**config.mk**
```make
export PLATFORM = sky130hd
export DESIGN_NAME = stopwatch_ctrl_flat
export DESIGN_NICKNAME = d
export VERILOG_FILES = /design/src/rtl/stopwatch_pkg.sv /design/src/rtl/stopwatch_ctrl_if.sv /design/src/rtl/stopwatch_ctrl_tick_gen.sv /design/src/rtl/stopwatch_ctrl.sv /design/src/flat_wrapper.sv
export SDC_FILE = /design/constraint.sdc
export NUM_CORES = 1
export LEC_CHECK = 0
export ABC_CLOCK_PERIOD_IN_PS = 2100
export BUFFER_PORTS_ARGS = -buffer_cell sky130_fd_sc_hd__buf_2
export CORE_MARGIN = 3
export CORE_UTILIZATION = 54
export CTS_CLUSTER_SIZE = 16
export DETAILED_ROUTE_END_ITERATION = 8
export GPL_TIMING_DRIVEN = 0
export HOLD_SLACK_MARGIN = 0.05
export PLACE_DENSITY = 0.75
export SYNTH_ARGS = -nofsm -noshare
export SYNTH_HDL_FRONTEND = slang
export SYNTH_SLANG_ARGS = --single-unit
```
**constraint.sdc**
```tcl
create_clock -name clk -period 2.1 [get_ports clk]
set_input_delay 0.315 -clock clk [delete_from_list [all_inputs] [get_ports clk]]
set_output_delay 0.315 -clock clk [all_outputs]
set_load 0.1 [all_outputs]
```
**src/rtl/stopwatch_pkg.sv**
```systemverilog
// Shared stopwatch definitions: FSM state type and time-unit constants
// used by the control block and the minute/second display converters.
package stopwatch_pkg;

  localparam int CNT_W      = 16;
  localparam int CS_PER_SEC = 100;
  localparam int CS_PER_MIN = 6000;

  typedef enum logic [2:0] {
    IDLE,
    RUN,
    PAUSE,
    LAP,
    FULL
  } sw_state_e;

endpackage

```
**src/rtl/stopwatch_ctrl_if.sv**
```systemverilog
// Button pulses in, displayed value and status flags out.
interface stopwatch_ctrl_if;
  import stopwatch_pkg::*;

  logic             start_stop;
  logic             clear;
  logic             lap;
  logic [CNT_W-1:0] bin;
  logic             running;
  logic             lap_active;
  logic             overflow;

  modport master (
    output start_stop, clear, lap,
    input  bin, running, lap_active, overflow
  );

  modport slave (
    input  start_stop, clear, lap,
    output bin, running, lap_active, overflow
  );

endinterface

```
**src/rtl/stopwatch_ctrl_tick_gen.sv**
```systemverilog
// Prescaler: one-cycle tick every DIV enabled clocks. Holds its phase
// while en is low; clr forces it back to phase 0.
module tick_gen #(
  parameter int unsigned DIV = 10
) (
  input  logic clk,
  input  logic rst,
  input  logic en,
  input  logic clr,
  output logic tick
);

  localparam int          W    = (DIV > 1) ? $clog2(DIV) : 1;
  localparam logic [W-1:0] LAST = W'(DIV - 1);

  logic [W-1:0] cnt;

  // Phase counter, wraps at DIV-1, frozen when not enabled.
  always_ff @(posedge clk) begin
    // NOTE: non-blocking assignments keep every register updating from
    // pre-edge values, so ordering between always_ff blocks cannot matter.
    if (rst || clr) begin
      cnt <= '0;
    end else if (en) begin
      cnt <= (cnt == LAST) ? '0 : cnt + 1'b1;
    end
  end

  // Gated by en so a phase parked at DIV-1 during pause never fires.
  assign tick = en && (cnt == LAST);

endmodule

```
**src/rtl/stopwatch_ctrl.sv**
```systemverilog
// Stopwatch time base: 100 Hz tick, centisecond counter, and the
// start/pause/clear/lap state machine driving the displayed value.
module stopwatch_ctrl
  import stopwatch_pkg::*;
#(
  parameter int unsigned CLK_HZ    = 100_000_000,
  parameter int unsigned TICK_HZ   = 100,
  parameter int unsigned MAX_COUNT = 59999
) (
  input  logic             clk,
  input  logic             rst,
  stopwatch_ctrl_if.slave  bus
);

  localparam int unsigned      DIV   = CLK_HZ / TICK_HZ;
  localparam logic [CNT_W-1:0] MAX_C = CNT_W'(MAX_COUNT);

  sw_state_e        state, state_n;
  logic [CNT_W-1:0] count, count_n;
  logic [CNT_W-1:0] lap_reg, lap_n;
  logic [CNT_W-1:0] bin_q;
  logic             tick;
  logic             pre_en;
  logic             pre_clr;
  logic             do_clear;

  // A clear pulse only acts once the watch has left IDLE.
  assign do_clear = bus.clear && (state != IDLE);
  assign pre_en   = (state == RUN) || (state == LAP);
  assign pre_clr  = (state == IDLE) || (state == FULL) || do_clear;

  tick_gen #(.DIV(DIV)) u_tick_gen (
    .clk  (clk),
    .rst  (rst),
    .en   (pre_en),
    .clr  (pre_clr),
    .tick (tick)
  );

  // State, count, lap snapshot and displayed value registers.
  always_ff @(posedge clk) begin
    if (rst) begin
      state   <= IDLE;
      count   <= '0;
      lap_reg <= '0;
      bin_q   <= '0;
    end else begin
      state   <= state_n;
      count   <= count_n;
      lap_reg <= lap_n;
      bin_q   <= (state_n == LAP) ? lap_n : count_n;
    end
  end

  // Next-state and counter logic; clear beats start_stop beats lap.
  always_comb begin
    // NOTE: every output gets a default first so no path leaves a
    // variable unassigned, which would otherwise infer a latch.
    state_n = state;
    count_n = count;
    lap_n   = lap_reg;

    if (do_clear) begin
      state_n = IDLE;
      count_n = '0;
    end else begin
      unique case (state)
        IDLE: begin
          if (bus.start_stop) state_n = RUN;
        end
        RUN, LAP: begin
          // Terminal tick saturates and takes precedence over the buttons.
          if (tick && (count == MAX_C)) begin
            state_n = FULL;
          end else begin
            if (tick) count_n = count + 1'b1;
            if (bus.start_stop) begin
              state_n = PAUSE;
            end else if (bus.lap) begin
              if (state == RUN) begin
                state_n = LAP;
                lap_n   = count;
              end else begin
                state_n = RUN;
              end
            end
          end
        end
        PAUSE: begin
          if (bus.start_stop) state_n = RUN;
        end
        FULL: begin
          state_n = FULL;
        end
        default: begin
          state_n = IDLE;
          count_n = '0;
        end
      endcase
    end
  end

  assign bus.bin        = bin_q;
  assign bus.running    = (state == RUN) || (state == LAP);
  assign bus.lap_active = (state == LAP);
  assign bus.overflow   = (state == FULL);

endmodule
```
**src/flat_wrapper.sv**
```systemverilog
// flat-port wrapper written by rule: the top's interface ports become plain ports
module stopwatch_ctrl_flat import stopwatch_pkg::*;
#(
  parameter int unsigned CLK_HZ    = 100_000_000,
  parameter int unsigned TICK_HZ   = 100,
  parameter int unsigned MAX_COUNT = 59999
)
  (clk, rst, bus_start_stop, bus_clear, bus_lap, bus_bin, bus_running, bus_lap_active, bus_overflow);
  stopwatch_ctrl_if bus_i ();
  input  logic clk;
  input  logic rst;
  input wire logic [$bits(bus_i.start_stop)-1:0] bus_start_stop;
  input wire logic [$bits(bus_i.clear)-1:0] bus_clear;
  input wire logic [$bits(bus_i.lap)-1:0] bus_lap;
  output wire logic [$bits(bus_i.bin)-1:0] bus_bin;
  output wire logic [$bits(bus_i.running)-1:0] bus_running;
  output wire logic [$bits(bus_i.lap_active)-1:0] bus_lap_active;
  output wire logic [$bits(bus_i.overflow)-1:0] bus_overflow;
  assign bus_i.start_stop = bus_start_stop;
  assign bus_i.clear = bus_clear;
  assign bus_i.lap = bus_lap;
  assign bus_bin = bus_i.bin;
  assign bus_running = bus_i.running;
  assign bus_lap_active = bus_i.lap_active;
  assign bus_overflow = bus_i.overflow;
  stopwatch_ctrl #(.CLK_HZ(CLK_HZ), .TICK_HZ(TICK_HZ), .MAX_COUNT(MAX_COUNT)) u_core (.clk(clk), .rst(rst), .bus(bus_i));
endmodule
```
After elaboration in Yosys (flattened, before gate mapping)
Cells that the tools add are included.
{"block": "word_totals", "reg_bits": 71, "inputBits": 5, "memories": 0, "word_cells": 45, "rom_bits": 0, "latchBits": 0, "ramBits": 0, "out_inout_bits": 19}
{"block": "op_classes", "reduce_logical": 12, "n_lt_le_gt_ge": 0, "div_mod_pow": 0, "n_mux": 19, "eq_ne": 7, "bitwise_logic": 0, "shift": 0, "addsub": 2, "mul": 0}
{"op": "two-way mux 16 bit", "count": 10}
{"op": "one-hot mux 16 bit (2 select lines)", "count": 1}
{"op": "adder 20 x 1 -> 20 bit, second input constant", "count": 1}
{"op": "== test 20 bit, second input constant", "count": 1}
{"op": "two-way mux 20 bit", "count": 1}
{"op": "adder 16 x 1 -> 16 bit, second input constant", "count": 1}
{"op": "== test 16 bit, second input constant", "count": 1}
{"op": "two-way mux 3 bit", "count": 5}
{"op": "== test 3 x 2 -> 1 bit, second input constant", "count": 3}
{"op": "one-hot mux 3 bit (3 select lines)", "count": 1}
{"op": "logical OR 1 bit", "count": 4}
{"op": "OR reduction 2 bit", "count": 2}
{"op": "== test 3 x 1 -> 1 bit, second input constant", "count": 1}
{"op": "== test 3 bit, second input constant", "count": 1}
{"op": "logical AND 1 bit", "count": 3}
{"op": "zero test 3 bit", "count": 1}
{"op": "nonzero test 3 bit", "count": 1}
{"op": "OR reduction 3 bit", "count": 1}
{"op": "two-way mux 2 bit", "count": 1}

Longest topological paths before layout
{"block": "depth", "ltp_word": 9, "ltp_mapped": 11, "depth_no_buf": 7}

By module
A second synthesis with hierarchy kept.
{"block": "unflattened", "cells_unflattened": 381, "hier_area_um2": 3538.4}
{"mod": "stopwatch_ctrl", "cells_per_inst": 270, "seq_area_each_um2": 1021.0, "instances": 1, "area_per_inst_um2": 2472.4}
{"mod": "tick_gen", "cells_per_inst": 111, "seq_area_each_um2": 400.4, "instances": 1, "area_per_inst_um2": 1066.0}

Worst setup path after synthesis
Ideal clock, no wire load.
{"block": "synth_timing", "kind": "flip-flop to flip-flop", "start": "reg u_core.state[2]", "end": "reg u_core.bin_q[11], in the netlist u_core.bus.bin[11]", "synth_period_minus_slack_ns": 2.460, "path_buffers": 4, "setup_time_ns": 0.133, "arrival_ns": 2.327, "t_required_ns": 1.967, "path_stages_with_launch": 11, "slack_ns": -0.360, "path_cell_list": "dfxtp_1 clkbuf_1 nor2b_1 buf_2 nand2b_1 clkbuf_1 nor3_2 nand2_1 buf_2 o221ai_1 a21oi_1"}
{"block": "synth_between", "elab_chain_cells": 9, "elab_cells_between_ends": 32, "cone_classes": "eq/ne: 5; mux: 18; reduce/logical: 9"}
{"element": "start, declared", "line_no": "stopwatch_ctrl.sv:18", "rtl": "sw_state_e state, state_n;"}
{"element": "start signal, assigned", "line_no": "stopwatch_ctrl.sv:48", "rtl": "state <= state_n;"}
{"element": "== test 3 x 1 -> 1 bit or == test 3 x 2 -> 1 bit (tied branches)"}
{"element": "logical OR 1 bit *"}
{"element": "named net bus_running", "line_no": "flat_wrapper.sv:16", "rtl": "output wire logic [$bits(bus_i.running)-1:0] bus_running;"}
{"element": "logical AND 1 bit *", "line_no": "stopwatch_ctrl_tick_gen.sv:30", "rtl": "assign tick = en && (cnt == LAST);"}
{"element": "logical AND 1 bit", "line_no": "stopwatch_ctrl.sv:73", "rtl": "if (tick && (count == MAX_C)) begin"}
{"element": "two-way mux 3 bit", "line_no": "stopwatch_ctrl.sv:73"}
{"element": "one-hot mux 3 bit (3 select lines)", "line_no": "stopwatch_ctrl.sv:67", "rtl": "unique case (state)"}
{"element": "two-way mux 3 bit", "line_no": "stopwatch_ctrl.sv:63", "rtl": "if (do_clear) begin"}
{"element": "== test 3 x 2 -> 1 bit", "line_no": "stopwatch_ctrl.sv:51", "rtl": "bin_q <= (state_n == LAP) ? lap_n : count_n;"}
{"element": "two-way mux 16 bit *", "line_no": "stopwatch_ctrl.sv:51"}
{"element": "end signal, assigned", "line_no": "stopwatch_ctrl.sv:51"}
{"element": "end, declared", "line_no": "stopwatch_ctrl.sv:21", "rtl": "logic [CNT_W-1:0] bin_q;"}
The timed path passes the listed nets; every way through them passes the cells marked *.
A chain may end at the register's enable or synchronous reset.

Final worst setup path
{"block": "layout_timing", "start": "reg u_core.count[5]", "end": "reg u_core.bin_q[8], in the netlist u_core.bus.bin[8]"}
{"block": "layout_between", "elab_chain_cells": 7, "elab_cells_between_ends": 15, "cone_classes": "add/sub: 1; eq/ne: 2; mux: 11; reduce/logical: 1"}
{"element": "start, declared", "line_no": "stopwatch_ctrl.sv:19", "rtl": "logic [CNT_W-1:0] count, count_n;"}
{"element": "start signal, assigned", "line_no": "stopwatch_ctrl.sv:49", "rtl": "count <= count_n;"}
{"element": "parallel branches: the longest is 6 deep, another holds adder 16 x 1 -> 16 bit"}
{"element": "two-way mux 16 bit *", "line_no": "stopwatch_ctrl.sv:51"}
Mark *: on every way between the ends.

==> metrics <==
area inside the core boundary=5743 um2; worst slew margin relative to its limit=35.59%; drt wl/cell=approximately 19 um; CP Data Required Time=2.38 ns; H-tree lvl count=3; first-pass GRT wire length=15,530 um; CP Cell Sequence=or4b_1, or4_4, nor3_4, nor2_4, o311a_1, nor3_2; number of nets produced by synthesis=413; cell depth of the worst min-delay path=2; number of warnings issued by yosys=0; Post-layout nets=472; Distinct cells, synth=56; source-to-sink clock delay at the later pin of the worst-skew pair=0.36 ns; length of routed met2 wiring=4513 um; top achievable clock speed=between 400 and 500 MHz; Reg with most FFs=u_core.u_tick_gen.cnt; post-route fraction of the period consumed by the critical path=110.6%; share of final-layout standard cells stronger than drive strength 1=28.94%; post-route design area=about 4400 um2; stages on the worst setup path=6; VDD IR-drop max=0.5289 mV; Setup-failing EPs final=41; count of antenna diodes in the layout=0; DIE AREA=roughly 7000 um2; maximum number of pins on one net before global-route repair=13; placed instance area=3577 um2; post-synthesis sequential element count=71; area of combinational cells with multiple inputs=~2000 um2; Root Buffer=clkbuf_8; cell count after synthesis=a little over 400; final count of hold timing violations=0; cell types occupying the most area after synthesis=dfxtp_1, nor2_1, nand2_1; die height=around 85 um; Register-to-Register Path Depth=6; most common library cell in the layout ignoring fill and taps=dfxtp_1; post-route antenna net violation count=0; die boundary width=84.60 um; Worst-Margin Slew=0.9418 ns; Crit path arrival time=2.60 ns; pwr/cell area=663.0 nW/um2; post-detailed-route DRC marker count=0; number of buffers and inverters on the critical path=0; global route overflow=0; detailed-route wire length on metal 1=4109 um; Post-Route WL=10,060 um; status=finished, violations left; max-capacitance violation count=0; Post-synth EDFFs=0; post-synthesis to final-layout area growth=31.32%; final worst slack=-0.2219 ns; placed cells=501; core utilization of the finished layout=76.27%; average size of a mapped cell=just over 8 um2; top routing layer used=met4; clk sinks=71; violated checks=setup timing; Fillers=389; initial antenna violation count=0; dominant cell type by area after synthesis=dfxtp_1; metal3 WL=~960 um; number of design-rule violations left by the first detailed-router iteration=about 500; largest driver fanout on the critical path=6; number of standard cells in the layout, taps in and fillers out=542; class of the most critical setup path=reg -> reg; commonest cells after routing, fill and taps aside=dfxtp_1, nor2_1, nand2_1; maximum clock path buffer count=2; area of the mapped netlist=3336 um2; Initial Util=between 50% and 60%; CTS buffer count=9; Worst Setup Start Kind=flip-flop; number of top-level pins=24; clock-pin slew on the worst setup and hold paths=approximately 0.07 ns; proportion of netlist area held by the largest area contributor=42.61%; worst hold path class=in -> reg; sequential standard cell area=around 1500 um2; worst clock skew=about 0.0092 ns; proportion of synthesized chip area in sequential cells=~43%; master of the slowest instance on the critical path=or4b_1; leakage dissipation=1.575 nW; primary flip-flop cell chosen by synthesis mapping=dfxtp_1; category of cells accounting for the largest share of critical-path delay=simple AND/OR/NAND/NOR gates; final RePlAce weighted congestion=0.9612; setup repair after global routing missed its margin=yes; Final HPWL DP=6065 um; DR vias=3,538; via count of the first global-routing pass=about 3.1k; input/output buffers=23; crit end category=flip-flop; fraction of registers with async set or reset after synthesis=0%; Critical Path Max Stage Delay=0.59 ns; row count=27; max-slew violation count=0; number of buffers inserted by hold repair at cts=0; via density per instance=6.528; Overall Global Routing Usage=27.06%; Total Negative Setup Slacks=-5.732 ns; CTS tree=built; Largest register FFs=20; clock period minus final worst setup slack=2.322 ns; tightest hold margin=0.2247 ns; first-pass iteration count of the detailed router=6
[worst reg2reg max path, stage by stage, from the launching register on]
cell and delay (ns):
dfxtp_2 0.37, or4b_1 0.59, or4_4 0.48, nor3_4 0.29, nor2_4 0.10, o311a_1 0.31, nor3_2 0.10
[cells by family (layout without fill, tap and decap cells)]
family / count (synthesis) / count (layout) / share of synthesized area (%)
simple gates: 198 / 198 / 29.93
compound gates: 83 / 83 / 16.88
flops: 71 / 71 / 42.61
buf+inv: 28 / 92 / 3.301
xor+xnor: 20 / 20 / 5.251
fa+ha+maj: 3 / 3 / 1.050
mux: 3 / 3 / 0.9752
[worst paths after layout]
path                           from                end  slack [ns]
setup reg to reg    u_core.count[5]  u_core.bus.bin[8]       -0.22
hold reg to reg   u_core.lap_reg[0]  u_core.lap_reg[0]        0.46
hold / removal                  rst    u_core.count[5]        0.22
setup / recovery    u_core.count[5]  u_core.bus.bin[8]       -0.22
[cells in the mapped netlist (all sizes together) (4+ instances only)]
master and number:
and3 9, o221ai 9, dfxtp 71, o21ai 7, o311a 4, nor3 12
a211oi 5, or4 5, nand4 9, and2 6, clkbuf 20, xnor2 6
nand3 17, a21oi 29, nand2 54, xor2 14, buf 5, a22oi 4
or3 4, nor2 57, nand2b 4, a31oi 6
[timing repair]
action | CTS | global route
pin swaps | 15 | 15
setup buffers | 16 | 12
resized for setup | 53 | 31
gates cloned | 0 | 2
endpoints found under the setup margin | 65 | 68
[area by class of cell]
type	instances	area share, %
Multi-Input combinational cell	307	46.50
Sequential cell	71	33.13
Timing Repair Buffer	52	8.740
Buffer	21	3.713
Clock buffer	10	3.142
Clock inverter	6	2.456
Tap cell	72	2.057
Inverter	3	0.2571
[routing by layer]
metal  up-vias  track usage (%)
li1       1588                -
met1      1642            35.72
met2       245            41.57
met3        63            6.575
met4         0            12.66
met5         -                0
[stage by stage]
stage	setup slack, ns	power (mW)
CTS	-0.2352	2.897
global route	-0.3084	2.996
detailed placement	-0.6413	1.572
floorplan	-0.1040	1.521
global placement	-0.5882	1.570
finish	-0.2219	2.904
[report_power, final]
group | switching (mW) | internal [mW]
combinational | 0.158 | 0.0591
sequential | 0.00329 | 1.35
clock | 0.520 | 0.817
Power figures use the tool's default switching activity.
